[src/rtl/riscv_mem_pkg.sv]
// Shared types and constants for the instruction/data SRAM arbiter.
package riscv_mem_pkg;

  localparam logic PORT_IF = 1'b0;
  localparam logic PORT_D  = 1'b1;

  localparam int unsigned MEM_WORDS_DEF = 32'd1024;
  localparam int unsigned MEM_BYTES     = 32'd4 * MEM_WORDS_DEF;

  typedef struct packed {
    logic port;
    logic is_read;
    logic err;
  } rsp_tag_t;

  function automatic logic is_misaligned(input logic [1:0] lo_bits);
    return (lo_bits != 2'b00);
  endfunction

endpackage

[src/rtl/riscv_rr_arbiter2.sv]
// Two-way round-robin grant; rr_last remembers the most recently granted port.
module riscv_rr_arbiter2
  import riscv_mem_pkg::*;
(
  input  logic clk,
  input  logic reset,
  input  logic req_if,
  input  logic req_d,
  output logic gnt_if,
  output logic gnt_d
);

  logic rr_last_q;
  logic rr_last_d;

  // Grant selection; nothing is granted while reset is held low.
  always_comb begin
    gnt_if    = 1'b0;
    gnt_d     = 1'b0;
    rr_last_d = rr_last_q;
    if (!reset) begin
      gnt_if = 1'b0;
      gnt_d  = 1'b0;
    end else begin
      case ({req_if, req_d})
        2'b10:   gnt_if = 1'b1;
        2'b01:   gnt_d  = 1'b1;
        2'b11: begin
          if (rr_last_q == PORT_D) begin
            gnt_if = 1'b1;
          end else begin
            gnt_d = 1'b1;
          end
        end
        default: begin
          gnt_if = 1'b0;
          gnt_d  = 1'b0;
        end
      endcase
    end
    // Every grant is an acceptance, since the SRAM never stalls.
    if (gnt_if) begin
      rr_last_d = PORT_IF;
    end else if (gnt_d) begin
      rr_last_d = PORT_D;
    end else begin
      rr_last_d = rr_last_q;
    end
  end

  // Last-granted register; the data port counts as last so fetch wins the first tie.
  always_ff @(posedge clk or negedge reset) begin
    if (!reset) begin
      rr_last_q <= PORT_D;
    end else begin
      rr_last_q <= rr_last_d;
    end
  end

endmodule

[src/rtl/riscv_mem_arbiter.sv]
// Shares one single-port word SRAM between fetch and data ports, with address
// decode, error responses and a saturating contention counter.
module riscv_mem_arbiter
  import riscv_mem_pkg::*;
#(
  parameter int unsigned ADDR_WIDTH = 32,
  parameter int unsigned MEM_WORDS  = 1024,
  parameter int unsigned CNT_WIDTH  = 16,
  localparam int unsigned MA        = $clog2(MEM_WORDS)
) (
  input  logic                  clk,
  input  logic                  reset,
  input  logic                  if_req_valid,
  output logic                  if_req_ready,
  input  logic [ADDR_WIDTH-1:0] if_req_addr,
  output logic                  if_rsp_valid,
  output logic [31:0]           if_rsp_rdata,
  output logic                  if_rsp_err,
  input  logic                  d_req_valid,
  output logic                  d_req_ready,
  input  logic                  d_req_we,
  input  logic [ADDR_WIDTH-1:0] d_req_addr,
  input  logic [31:0]           d_req_wdata,
  input  logic [3:0]            d_req_wstrb,
  output logic                  d_rsp_valid,
  output logic [31:0]           d_rsp_rdata,
  output logic                  d_rsp_err,
  output logic                  mem_en,
  output logic                  mem_we,
  output logic [MA-1:0]         mem_addr,
  output logic [31:0]           mem_wdata,
  output logic [3:0]            mem_wstrb,
  input  logic [31:0]           mem_rdata,
  output logic [CNT_WIDTH-1:0]  contention_cnt
);

  localparam logic [ADDR_WIDTH:0] MEM_LIMIT = (ADDR_WIDTH+1)'(64'(MEM_WORDS) * 64'd4);

  logic                  gnt_if_s;
  logic                  gnt_d_s;
  logic                  granted_s;
  logic [ADDR_WIDTH-1:0] addr_s;
  logic                  err_s;

  rsp_tag_t              tag_q;
  rsp_tag_t              tag_d;
  logic                  rsp_valid_q;
  logic                  rsp_valid_d;
  logic [CNT_WIDTH-1:0]  cnt_q;
  logic [CNT_WIDTH-1:0]  cnt_d;

  riscv_rr_arbiter2 u_arb (
    .clk    (clk),
    .reset  (reset),
    .req_if (if_req_valid),
    .req_d  (d_req_valid),
    .gnt_if (gnt_if_s),
    .gnt_d  (gnt_d_s)
  );

  assign if_req_ready = gnt_if_s;
  assign d_req_ready  = gnt_d_s;

  // Decode the granted request and drive the SRAM; errored requests never reach it.
  always_comb begin
    granted_s = gnt_if_s | gnt_d_s;
    addr_s    = gnt_d_s ? d_req_addr : if_req_addr;
    err_s     = granted_s &&
                (is_misaligned(addr_s[1:0]) || ({1'b0, addr_s} >= MEM_LIMIT));
    mem_en    = 1'b0;
    mem_we    = 1'b0;
    mem_addr  = '0;
    mem_wdata = 32'h0000_0000;
    mem_wstrb = 4'b0000;
    if (granted_s && !err_s) begin
      mem_en    = 1'b1;
      mem_we    = gnt_d_s & d_req_we;
      mem_addr  = addr_s[2 +: MA];
      mem_wdata = gnt_d_s ? d_req_wdata : 32'h0000_0000;
      mem_wstrb = gnt_d_s ? d_req_wstrb : 4'b0000;
    end else begin
      mem_en = 1'b0;
    end
  end

  // Next-state for the response tag and contention counter.
  always_comb begin
    rsp_valid_d   = granted_s;
    tag_d.port    = gnt_d_s ? PORT_D : PORT_IF;
    tag_d.is_read = !(gnt_d_s && d_req_we);
    tag_d.err     = err_s;
    if (if_req_valid && d_req_valid && (cnt_q != {CNT_WIDTH{1'b1}})) begin
      cnt_d = cnt_q + {{(CNT_WIDTH-1){1'b0}}, 1'b1};
    end else begin
      cnt_d = cnt_q;
    end
  end

  // Response pipeline stage and counter; reset drops any response in flight.
  always_ff @(posedge clk or negedge reset) begin
    if (!reset) begin
      rsp_valid_q <= 1'b0;
      tag_q       <= '0;
      cnt_q       <= '0;
    end else begin
      rsp_valid_q <= rsp_valid_d;
      tag_q       <= tag_d;
      cnt_q       <= cnt_d;
    end
  end

  // Route the one-cycle-late response to its owner; read data only for legal reads.
  always_comb begin
    if_rsp_valid = rsp_valid_q && (tag_q.port == PORT_IF);
    d_rsp_valid  = rsp_valid_q && (tag_q.port == PORT_D);
    if_rsp_err   = if_rsp_valid && tag_q.err;
    d_rsp_err    = d_rsp_valid && tag_q.err;
    if (if_rsp_valid && tag_q.is_read && !tag_q.err) begin
      if_rsp_rdata = mem_rdata;
    end else begin
      if_rsp_rdata = 32'h0000_0000;
    end
    if (d_rsp_valid && tag_q.is_read && !tag_q.err) begin
      d_rsp_rdata = mem_rdata;
    end else begin
      d_rsp_rdata = 32'h0000_0000;
    end
  end

  assign contention_cnt = cnt_q;

endmodule

[config.mk]
export PLATFORM = sky130hd
export DESIGN_NAME = riscv_mem_arbiter
export DESIGN_NICKNAME = d
export VERILOG_FILES = /design/src/rtl/riscv_mem_pkg.sv /design/src/rtl/riscv_rr_arbiter2.sv /design/src/rtl/riscv_mem_arbiter.sv
export SDC_FILE = /design/constraint.sdc
export NUM_CORES = 1
export LEC_CHECK = 0
export CAP_MARGIN = 10
export CELL_PAD_IN_SITES_DETAIL_PLACEMENT = 1
export CELL_PAD_IN_SITES_GLOBAL_PLACEMENT = 2
export CORE_ASPECT_RATIO = 0.7
export CORE_MARGIN = 2
export CORE_UTILIZATION = 12
export CTS_CLUSTER_SIZE = 40
export DETAILED_ROUTE_END_ITERATION = 6
export GPL_ROUTABILITY_DRIVEN = 0
export HOLD_SLACK_MARGIN = 0.15
export PLACE_DENSITY = 0.89
export SETUP_SLACK_MARGIN = 0.5
export SLEW_MARGIN = 30
export SYNTH_ARGS = -nofsm -noshare
export SYNTH_HDL_FRONTEND = slang
export SYNTH_SLANG_ARGS = --single-unit
[constraint.sdc]
create_clock -name clk -period 5.4 [get_ports clk]
set_clock_uncertainty 0.1 [all_clocks]
set_input_delay 1.62 -clock clk [delete_from_list [all_inputs] [get_ports clk]]
set_output_delay 1.62 -clock clk [all_outputs]
set_load 0.01 [all_outputs]
======== Word-level counts from Yosys, hierarchy flattened ========
Index checks and enable logic that the tools add are counted.
word-level totals
  register bits after elaboration ......... 21
  output and inout bits ................... 134
  input bits .............................. 137
cells by class
  bitwise logic cells ..................... 3
  $lt $le $gt $ge ......................... 1
  equality and inequality tests ........... 4
  mux-type cells .......................... 19
  reductions and logical operators ........ 19
  add/subtract/negate cells ............... 1
operators with widths
  cell                   count
  $mux 32                5
  $ge 32x13->1 const B   1
  $add 16x1->16 const B  1
  $ne 16x16->1 const B   1
  $logic_and 1x1->1      13
  $mux 10                1
  $mux 1                 9
  $mux 4                 2
  $eq 2x2->1 const B     2
  $pmux 1 s2             2
  $reduce_bool 2->1      2
  $logic_not 1->1        3
  $eq 2x1->1 const B     1
  $and 1x1->1            1
  $logic_or 1x1->1       1
  $not 1->1              1
  $or 1x1->1             1

======== Depth between registers and ports, before layout ========
Gate-level depths: netlist of run 1.
  depth in word-level cells ............... 10
  gate-level depth with buffers ........... 7

======== Cells and area by module ========
From an unflattened synthesis of run 1, not the netlist that was laid out.
second synthesis, totals
  cells, all modules ...................... 249
  area, all modules ....................... 1933.1 µm²
modules (own cells, without submodules)
  module             cells each  instances  area an instance (µm²)  sequential area each (µm²)
  riscv_mem_arbiter  241         1          1870.5                  500.5
  riscv_rr_arbiter2  8           1          62.6                    26.3

======== Worst setup path after synthesis of run 1 ========
OpenSTA, ideal clock, no wires.
  kind .................................... input -> output
  from .................................... input port d_req_addr[0]
  to ...................................... output port mem_addr[2]
  setup slack ............................. 0.951 ns
  arrival ................................. 2.729 ns
  cell stages on the path ................. 5
  cell sequence ........................... nor4_1 -> and4_1 -> nand4_2 -> buf_6 -> a221oi_2
on the way
  word-level cells in the longest chain between the ends .. 7
  elaborated cells between the ends (all ways) .. 8
  classes of those cells .................. order compare: 1; mux: 2; reduce/logical: 5
RTL lines
  what                                                      RTL line                                      source
  from (decl)                                               riscv_mem_arbiter.sv:22                       input logic [ADDR_WIDTH-1:0] d_req_addr,
  $mux 32 *                                                 riscv_mem_arbiter.sv:67                       addr_s = gnt_d_s ? d_req_addr : if_req_addr;
  $ge 32x13->1 / $reduce_bool 2->1 (equally long branches)  riscv_mem_arbiter.sv:69, riscv_mem_pkg.sv:17
  $logic_or 1x1->1 *                                        riscv_mem_arbiter.sv:69                       (is_misaligned(addr_s[1:0]) || ({1'b0, addr_s} >= MEM_LIMIT));
  $logic_and 1x1->1 *                                       riscv_mem_arbiter.sv:68                       err_s = granted_s &&
  $logic_not 1->1 *                                         riscv_mem_arbiter.sv:75                       if (granted_s && !err_s) begin
  $logic_and 1x1->1 *                                       riscv_mem_arbiter.sv:75
  $mux 10 *                                                 riscv_mem_arbiter.sv:75
  to (decl)                                                 riscv_mem_arbiter.sv:30                       output logic [MA-1:0] mem_addr,
Mark *: on every way between the ends. The rest lies on a longest branch, timed or not.

======== Worst setup path after layout of run 1 ========
  from .................................... input port d_req_addr[18]
  to ...................................... output port mem_addr[3]
on the way
  word-level cells in the longest chain between the ends .. 7
RTL lines
  what               RTL line
  $mux 32            riscv_mem_arbiter.sv:67
  $ge 32x13->1       riscv_mem_arbiter.sv:69
  $logic_or 1x1->1   riscv_mem_arbiter.sv:69
  $logic_and 1x1->1  riscv_mem_arbiter.sv:68
  $logic_not 1->1    riscv_mem_arbiter.sv:75
  $logic_and 1x1->1  riscv_mem_arbiter.sv:75
  $mux 10            riscv_mem_arbiter.sv:75
Every way passes these cells.

==> results of run 1 <==
==> where the power goes <==
group	switching, uW	leakage [uW]	internal [uW]
Combinational	116	0.00186	183
Clock	64.5	0.0000371	100
Sequential	37.4	0.000263	186
==> per-layer routing <==
metal	share of wire	global-route usage	up-vias	routed length, um
met2	0.49	0.216	134	5890
li1	-	-	1429	-
met3	0.073	0.0284	8	872
met4	0.011	0.0196	0	133
met5	0	0	-	0
met1	0.42	0.155	1390	5090
==> cell type report <==
type / count / share of cell area
Clock buffer: 3 / 0.0143
Inverter: 3 / 0.00215
Sequential cell: 21 / 0.100
Clock inverter: 1 / 0.00143
Tap cell: 231 / 0.0551
Multi-Input combinational cell: 220 / 0.295
Timing Repair Buffer: 288 / 0.532
==> worst max-delay path by stage <==
stage	start	endpoint	slack (ns)
2_1_floorplan	d_req_addr[0]	mem_addr[2]	0.95
3_3_place_gp	d_req_addr[31]	mem_addr[2]	-0.09
3_5_place_dp	d_req_addr[27]	mem_addr[6]	-0.13
4_1_cts	if_req_addr[30]	mem_addr[3]	0.50
5_1_grt	d_req_addr[1]	mem_addr[3]	0.48
6_report	d_req_addr[18]	mem_addr[3]	0.59
==> sequential cells by signal, summed over array words and instances, names as in the netlist <==
name and count:
tag_q 3, contention_cnt 16, u_arb.rr_last_q 1, rsp_valid_q 1
==> cells in the mapped netlist, types with 4 or more instances <==
cell	n
clkbuf_1	9
xor2_1	15
buf_4	5
nor3_1	10
and2_1	103
and4_1	5
a221oi_2	8
nand4_1	6
dfrtp_1	20
nand2_1	31
nand3_1	4
nor4_1	9
and3_1	5
nor2_1	6
==> worst register-to-register path: cells and delay by family (launching register included) <==
kind	cells	cell delay (ns)
DFF	1	0.40
muxes	1	0.35
adders and majority gates	1	0.23
and+or+nand+nor	3	1.00
==> logic make-up (layout without fill, tap and decap cells) <==
family | count (synthesis) | count (layout) | share of synthesized area
AND/OR/NAND/NOR | 187 | 187 | 0.537
XOR/XNOR | 15 | 15 | 0.0634
flip-flops | 21 | 21 | 0.254
multiplexers | 1 | 1 | 0.00544
adder cells (fa/ha/maj) | 1 | 1 | 0.00604
AO/OA/AOI/OAI | 16 | 16 | 0.0834
buffers and inverters | 20 | 295 | 0.0502
==> placed cells by master, fill, tap and decap left out, drive strengths merged <==
cell and instances:
nor3b 1, clkbuf 17, dfstp 1, xor2 15, clkdlybuf4s15 47, dfrtp 20
inv 3, dlymetal6s2s 1, o211ai 1, clkdlybuf4s50 175, nand3 4, a21oi 2
dlygate4sd2 16, nand4 7, and3 5, clkinvlp 1, ha 1, nor2 6
a221oi 10, mux2 1, nor3 10, nor4 12, o21ai 2, and4 5
and3b 2, nor2b 1, a21o 1, and2 103, buf 35, nand2 31
==> timing repair <==
item                                    CTS  global route
buffers inserted                          4             0
pin swaps                                22            16
gates cloned                              3             0
endpoints found under the setup margin   50            49
resized for setup                       219            44
==> stage by stage <==
stage                     TNS (ns)  cell area [um2]  total power (uW)
final                            0             5250               687
after global routing             0             5250               730
after CTS                        0             5230               697
after detailed placement     -1.23             5060               534
after global placement      -0.782             5060               520
after floorplan                  0             2070               310
==> metrics.md, run 1 <==
| Metric | Value |
|---|---|
| Status | `complete, no violations` |
| Reg2reg start | `contention_cnt[0]` |
| CP cell instances | `clkdlybuf4s15_1 > nor4_4 > nand4_4 > buf_12 > buf_16 > a221oi_2 > buf_2` |
| Final worst setup slack | `0.591 ns` |
| Starting density of the core | `0.122` |
| Synth Flop Type | `dfrtp_1` |
| Hold_sp | `contention_cnt[15]` |
| Worst path slowest cell | `nor4_4` |
| Layout area overhead | `153%` |
| Min-Delay Path Depth | `1` |
| CTS sink cnt | `21` |
| Synth Area per Inst | `7.93 um2` |
| Port Buffers | `270` |
| Synth warnings | `0` |
| First-pass GRT wire length | `18000 um` |
| Dpl ws | `-0.125 ns` |
| Area leader, netlist | `and2_1` |
| Max_cap viols | `0` |
| Fin nets | `675` |
| CP max stage delay | `0.36 ns` |
| Buf/Inv on CP | `4` |
| CTS tree | `built` |
| Top Ports | `271` |
| Yosys reg bits | `21` |
| FP Rows | `40` |
| Final setup fails | `0` |
| Via/cell ratio | `3.86` |
| Cells after DPL | `756` |
| Period utilization | `0.891` |
| Crit Path Max Fanout | `4` |
| Die X | `161 um` |
| Synth Instances | `261` |
| Die Area | `0.0183 mm2` |
| CP Depth | `7` |
| Post-route insts no fill | `767` |
| WHS | `0.403 ns` |
| RSZ-0062 raised after global routing | `true` |
| GRT overflow | `0` |
| Worst setup SP type | `input port` |
| Minimum clock period | `4.81 ns` |
| Hold Vio Cnt, Final | `0` |
| Clock Latency Late Sink | `0.26 ns` |
| Detailed Route WL | `12000 um` |
| Initial antenna violation count | `0` |
| Flop-to-flop setup slack | `3.20 ns` |
| Hold Path End | `contention_cnt[15]` |
| Die H | `114 um` |
| Final Slew Violations | `0` |
| Post-CTS Hold Buffers | `0` |
| Pwr dens | `131 mW/mm2` |
| Share of post-route cells with drive strength above 1 | `0.179` |
| Cell area after synthesis | `0.00207 mm2` |
| FF-to-FF path depth | `5` |
| Vias in the first global route | `3228` |
| DRT Pass-1 Iters | `4` |
| Via count | `2961` |
| Root buf cell | `clkbuf_16` |
| Post-synth EDFFs | `0` |
| Pleak | `0.00216 uW` |
| DRC | `0` |
| Relative slew slack | `0.440` |
| Worst-path clk slew | `0.06 ns` |
| Max Buffers Root-to-Sink | `2` |
| Class of the worst hold path | `register to register` |
| Top cells by area, synth | `and2_1 (31%), dfrtp_1 (24%), xor2_1 (6.3%)` |
| Cell family with most CP delay | `buffers and inverters` |
| Core Region | `0.0170 mm2` |
| Peak VDD IR | `0.102 mV` |
| DRT antenna net count | `0` |
| Multi-input gate area | `0.00155 mm2` |
| Share of the synthesized area in the top cell type | `0.311` |
| Largest net degree at the start of global routing | `33` |
| Final core occ | `0.308` |
| Async SR Flop Fraction | `1.00` |
| Sequential fraction of the synthesis area | `0.254` |
| Crit path kind | `input port to primary output` |
| Hpwl dp | `10200 um` |
| H-tree levels | `1` |
| Arrival @ worst endpoint | `3.09 ns` |
| Syn Nets | `399` |
| Fillers | `1991` |
| Slew of the pin with the lowest slew margin | `0.840 ns` |
| Starting DRT DRC Count | `118` |
| Num CTS Buffers | `3` |
| Diodes inserted | `0` |
| Routed WL per cell | `15.6 um` |
| GRT Overall Usage | `0.122` |
| Sequential Area | `527 um2` |
| Reg-to-Reg End | `contention_cnt[1]` |
| Max Fclk | `208 MHz` |
| Library cells used by synthesis | `32` |
| Critical path required time | `3.68 ns` |
| Crit. End Element | `primary output` |
No activity file was read; power rests on OpenSTA's default activity.
==> run 2, diff against run 1 <==
--- a/config.mk
+++ b/config.mk
@@ -9,7 +9,7 @@
 export CELL_PAD_IN_SITES_DETAIL_PLACEMENT = 1
 export CELL_PAD_IN_SITES_GLOBAL_PLACEMENT = 2
 export CORE_ASPECT_RATIO = 0.7
-export CORE_MARGIN = 2
+export CORE_MARGIN = 3
 export CORE_UTILIZATION = 12
 export CTS_CLUSTER_SIZE = 40
 export DETAILED_ROUTE_END_ITERATION = 6
==> metrics.md, run 2 (synthesis results as in run 1) <==
| Metric | Value |
|---|---|
| Status | `complete, no violations` |
| Met2 WL | `6390 um (+8.4%)` |
| Hold Path End | `contention_cnt[15]` |
| Core Region | `0.0166 mm2 (-2.5%)` |
| DRC | `0 (unchanged)` |
| Max Buffers Root-to-Sink | `2 (unchanged)` |
| Via/cell ratio | `3.92 (+1.6%)` |
| Max_cap viols | `0 (unchanged)` |
| RSZ-0062 raised after global routing | `true` |
| Fin nets | `678 (+0.44%)` |
| Die Area | `0.0189 mm2 (+3.0%)` |
| Class of the worst hold path | `register to register` |
| Final Slew Violations | `0 (unchanged)` |
| Peak VDD IR | `0.104 mV (+1.3%)` |
| CP max stage delay | `0.38 ns (+0.02 ns)` |
| Worst path slowest cell | `nor4_4` |
| CP startpoint | `d_req_addr[15]` |
| Max reg flops | `16 (unchanged)` |
| Top Ports | `271 (unchanged)` |
| Pleak | `0.00226 uW (+4.5%)` |
| Vias in the first global route | `3133 (-2.9%)` |
| Critical path required time | `3.68 ns (about the same)` |
| Buf/Inv on CP | `4 (unchanged)` |
| Flop-to-flop setup slack | `3.19 ns (about the same)` |
| M1 wire length | `5610 um (+10%)` |
| Hold Vio Cnt, Final | `0 (unchanged)` |
| Die X | `163 um (+1.2%)` |
| Share of post-route cells with drive strength above 1 | `0.219 (+0.0398)` |
| DP Area | `0.00508 mm2 (+0.25%)` |
| Most frequent cells in the layout | `clkdlybuf4s50_1 (175), and2_1 (101), buf_2 (40)` |
| FF-to-FF path depth | `5 (unchanged)` |
| First-pass GRT wire length | `18800 um (+4.3%)` |
| Reg2reg start | `contention_cnt[0]` |
| FP Rows | `39 (-2.5%)` |
| Detailed Route WL | `13000 um (+8.6%)` |
| Num CTS Buffers | `3 (unchanged)` |
| Diodes inserted | `0 (unchanged)` |
| Design Area, Final | `0.00513 mm2 (-2.3%)` |
| Port Buffers | `270 (unchanged)` |
| Via count | `2997 (+1.2%)` |
| Hpwl dp | `10900 um (+7.3%)` |
| CP cell instances | `dlygate4sd2_1 > nor4_4 > and4_4 > buf_12 > buf_16 > and2_4 > clkdlybuf4s15_2` |
| Top sig layer | `met4` |
| Post-route insts no fill | `764 (-0.39%)` |
| Starting density of the core | `0.125 (+0.00312)` |
| Cell family with most CP delay | `simple AND/OR/NAND/NOR gates` |
| Crit Path Max Fanout | `16 (+12)` |
| Initial antenna violation count | `0 (unchanged)` |
| CTS tree | `built` |
| Cells after DPL | `751 (-0.66%)` |
| Layout area overhead | `148%` |
| Starting DRT DRC Count | `126 (+6.8%)` |
| CTS sink cnt | `21 (unchanged)` |
| Hold_sp | `contention_cnt[15]` |
| Relative slew slack | `0.575 (+0.135)` |
| Final setup fails | `0 (unchanged)` |
| Dpl ws | `-0.103 ns (+0.0219 ns)` |
| Minimum clock period | `4.89 ns (+0.0855 ns)` |
| Crit path kind | `input port to primary output` |
| GRT Overall Usage | `0.125 (+0.00306)` |
| Slew of the pin with the lowest slew margin | `0.633 ns (-0.207 ns)` |
| Final core occ | `0.309 (+0.000665)` |
| Routed WL per cell | `17.0 um (+9.1%)` |
| H-tree levels | `1 (unchanged)` |
| Worst-path clk slew | `0.06 ns (about the same)` |
| Reg-to-Reg End | `contention_cnt[1]` |
| Period utilization | `0.906 (+0.0158)` |
| Root buf cell | `clkbuf_16` |
| Die H | `116 um (+1.8%)` |
| Metal3 WL | `921 um (+5.6%)` |
| WHS | `0.405 ns (+0.00215 ns)` |
| GRT overflow | `0 (unchanged)` |
| Commonest non-fill, non-tap cell in the layout | `clkdlybuf4s50_1` |
| Arrival @ worst endpoint | `3.17 ns (+0.08 ns)` |
| Worst setup SP type | `input port` |
| Pwr dens | `135 mW/mm2 (+3.2%)` |
| Final worst setup slack | `0.505 ns (-0.0855 ns)` |
| Clock Latency Late Sink | `0.26 ns (about the same)` |
| Min-Delay Path Depth | `1 (unchanged)` |
| Largest net degree at the start of global routing | `33 (unchanged)` |
| DRT antenna net count | `0 (unchanged)` |
| DRT Pass-1 Iters | `4 (unchanged)` |
| Crit. End Element | `primary output` |
| Max Fclk | `204 MHz (-1.7%)` |
==> run 2: area by class of cell <==
class / instances / area, um2
Clock buffer: 3 / 75.1
Inverter: 3 / 13.8
Sequential cell: 21 / 527
Timing Repair Buffer: 291 / 2650
Multi-Input combinational cell: 220 / 1580
Fill cell: 1991 / 11500
Tap cell: 225 / 282
Clock inverter: 1 / 7.51
==> run 2: how the worst max path moves through the flow <==
| stage | to | slack, ns | cells past startpoint |
|---|---|---|---|
| 5_1_grt | mem_wdata[25] | 0.45 | 7 |
| 6_report | mem_wdata[25] | 0.51 | 7 |
| 3_3_place_gp | mem_addr[5] | -0.09 | 7 |
| 3_5_place_dp | mem_addr[0] | -0.10 | 7 |
| 4_1_cts | mem_addr[4] | 0.50 | 8 |
| 2_1_floorplan | mem_addr[2] | 0.95 | 5 |
==> run 2: worst reg2reg max path: cells and delay by family, from the launching register on <==
family / cells / cell delay, ns
mux: 1 / 0.35
flops: 1 / 0.41
fa+ha+maj: 1 / 0.25
simple gates: 3 / 0.99
==> run 2: power breakdown <==
| group | total [uW] | internal (uW) | switching, uW | leakage (uW) |
|---|---|---|---|---|
| Combinational | 301 | 183 | 118 | 0.00196 |
| Sequential | 227 | 186 | 40.3 | 0.000263 |
| Clock | 164 | 100 | 64.0 | 0.0000371 |
==> run 2: stage by stage <==
| stage | setup TNS (ns) | power [uW] |
|---|---|---|
| 2_1_floorplan | 0 | 310 |
| 3_3_place_gp | -0.841 | 528 |
| 3_5_place_dp | -2.02 | 538 |
| 4_1_cts | 0 | 699 |
| 5_1_grt | 0 | 737 |
| 6_report | 0 | 693 |
==> run 2: routing by layer <==
| metal | global-route usage | vias to the layer above |
|---|---|---|
| li1 | - | 1436 |
| met1 | 0.169 | 1409 |
| met2 | 0.213 | 144 |
| met3 | 0.0254 | 8 |
| met4 | 0.0175 | 0 |
| met5 | 0 | - |
==> run 2: timing repair <==
action / in CTS / in global routing
hold buffers: 0 / 0
endpoints found under the setup margin: 50 / 46
pin swaps: 20 / 11
resized for setup: 239 / 58
gates cloned: 3 / 0
buffers inserted: 5 / 1
==> patch: new RTL, settings of run 1 <==
Set the parameter `CNT_WIDTH` to 20 (it was 16).
--- a/src/rtl/riscv_mem_arbiter.sv
+++ b/src/rtl/riscv_mem_arbiter.sv
@@ -7,3 +7,3 @@
   parameter int unsigned MEM_WORDS  = 1024,
-  parameter int unsigned CNT_WIDTH  = 16,
+  parameter int unsigned CNT_WIDTH  = 20,
   localparam int unsigned MA        = $clog2(MEM_WORDS)
Interface: changed (resized contention_cnt); port bits go from 271 to 275. No check against the original RTL was run, so the function may have changed too.
==> patch against run 1 <==
  * Power increased by 1.1%
  * Die area increased by 1.5%
  * Combinational power decreased by 8.4%
  * Synthesized area increased by 1.5%
  * Wire length decreased by 0.68%
  * Setup slack got worse by 190 ps
  * Critical path type unchanged
  * Largest cell class unchanged
  * Critical endpoint is now mem_addr[7]
  * Sequential cell count increased by 4
  * Final area increased by 3.2%
==> patch: results <==
metrics = {
    "outcome": {
        "outcome": "finished clean",
    },
    "cells_and_area": {
        "inv_count": 4,
        "final_cells": 797,
        "clk_share_pct": 1.55,
        "multi_input_area_share_pct": 28.8,
        "layout.nets": 705,
        "fin_area_sq_um": 5410,
        "largest_reg_flops": 20,
        "multi_input_cells": 234,
        "ff_latch_area_sq_um": 627,
        "drive_gt1_share_pct": 24.6,
        "nNonClkBuffers": 299,
        "final-nonclk-buf-share_pct": 52.4,
    },
    "hold_path": {
        "worstHoldEndpoint": "contention_cnt[19]$_DFFE_PN0P_",
        "hold_path.startpoint": "contention_cnt[19]$_DFFE_PN0P_",
    },
    "clock_tree": {
        "post_cts_buffers": 7,
        "root_buffer": "clkbuf_16",
        "clk_pin_slew_ps": 80,
        "cts_resized": 275,
    },
    "global_routing": {
        "grt_pass1_wl_mm": 17.7,
        "grt_pass1_vias": 3319,
        "use_met2_pct": 22.3,
        "grt.total_usage_pct": 11.8,
        "gr-usage-met3_pct": 1.88,
        "grt_util_met1_pct": 14.5,
    },
    "logic_synthesis": {
        "ys_seq_elements": 25,
        "yosysSeqAreaShare_pct": 29.8,
        "yosysUniqueCellTypes": 31,
        "syn_nets": 415,
        "synthAdderAreaFrac_pct": 0.595,
        "synth-xor-area-share_pct": 7.50,
        "synth_area_leaders": "and2_1, dfrtp_1, nand2_1",
        "yosys-top-cells-count": "and2_1, nand2_1, dfrtp_1",
        "synth.area.mux_share_pct": 0.536,
        "synth-compound-area-share_pct": 5.06,
    },
    "setup_path": {
        "slowest_delay_ps": 530,
        "slowest_stage": "or4_4",
        "worstPathMaxFanout": 5,
        "critPathTopFamily": "simple AND/OR/NAND/NOR gates",
        "crit_start": "d_req_addr[14]",
        "r2r_setup_slack_ps": 3160,
    },
    "timing": {
        "hold_slack_ps": 398,
        "fmax_mhz": 200,
    },
    "drt": {
        "vias_per_cell": 3.85,
        "drt_iter0_markers": 89,
        "wl_mm": 11.9,
    },
    "placed_design": {
        "dp_hpwl_mm": 9.59,
        "pre_cts_slack_ps": -289,
        "dp.cells": 779,
    },
    "power_and_ir_drop": {
        "p_leak_uw": 0.00236,
        "p_clk_share_pct": 25.4,
        "switching_share_pct": 29.8,
        "p_int_uw": 488,
    },
}
patch: cell types whose count changed in the layout (fill, tap and decap cells not counted), moves of 8 or more:
cell | run 1 | this run
a21oi_2 | 0 | 10
and2_4 | 1 | 19
a221oi_2 | 8 | 0
buf_6 | 6 | 26
clkdlybuf4s50_1 | 175 | 192
nand2_1 | 30 | 38
and2_1 | 102 | 84
clkdlybuf4s15_1 | 31 | 3
buf_2 | 13 | 31
clkdlybuf4s15_2 | 16 | 0
nor2_1 | 5 | 13
patch: worst max-delay path by stage:
| stage | cells after the start | end |
|---|---|---|
| after CTS | 9 | mem_addr[1] |
| after global placement | 8 | mem_addr[3] |
| final | 9 | mem_addr[7] |
| after detailed placement | 8 | mem_addr[1] |
| after global routing | 9 | mem_addr[7] |
| after floorplan | 5 | mem_addr[0] |
patch: metal layers:
metal	vias up	routed length, microns	part of all wire, %
met4	0	74	0.62
met5	-	0	0
met3	4	792	6.7
met1	1428	4850	41
met2	155	6190	52
li1	1485	-	-
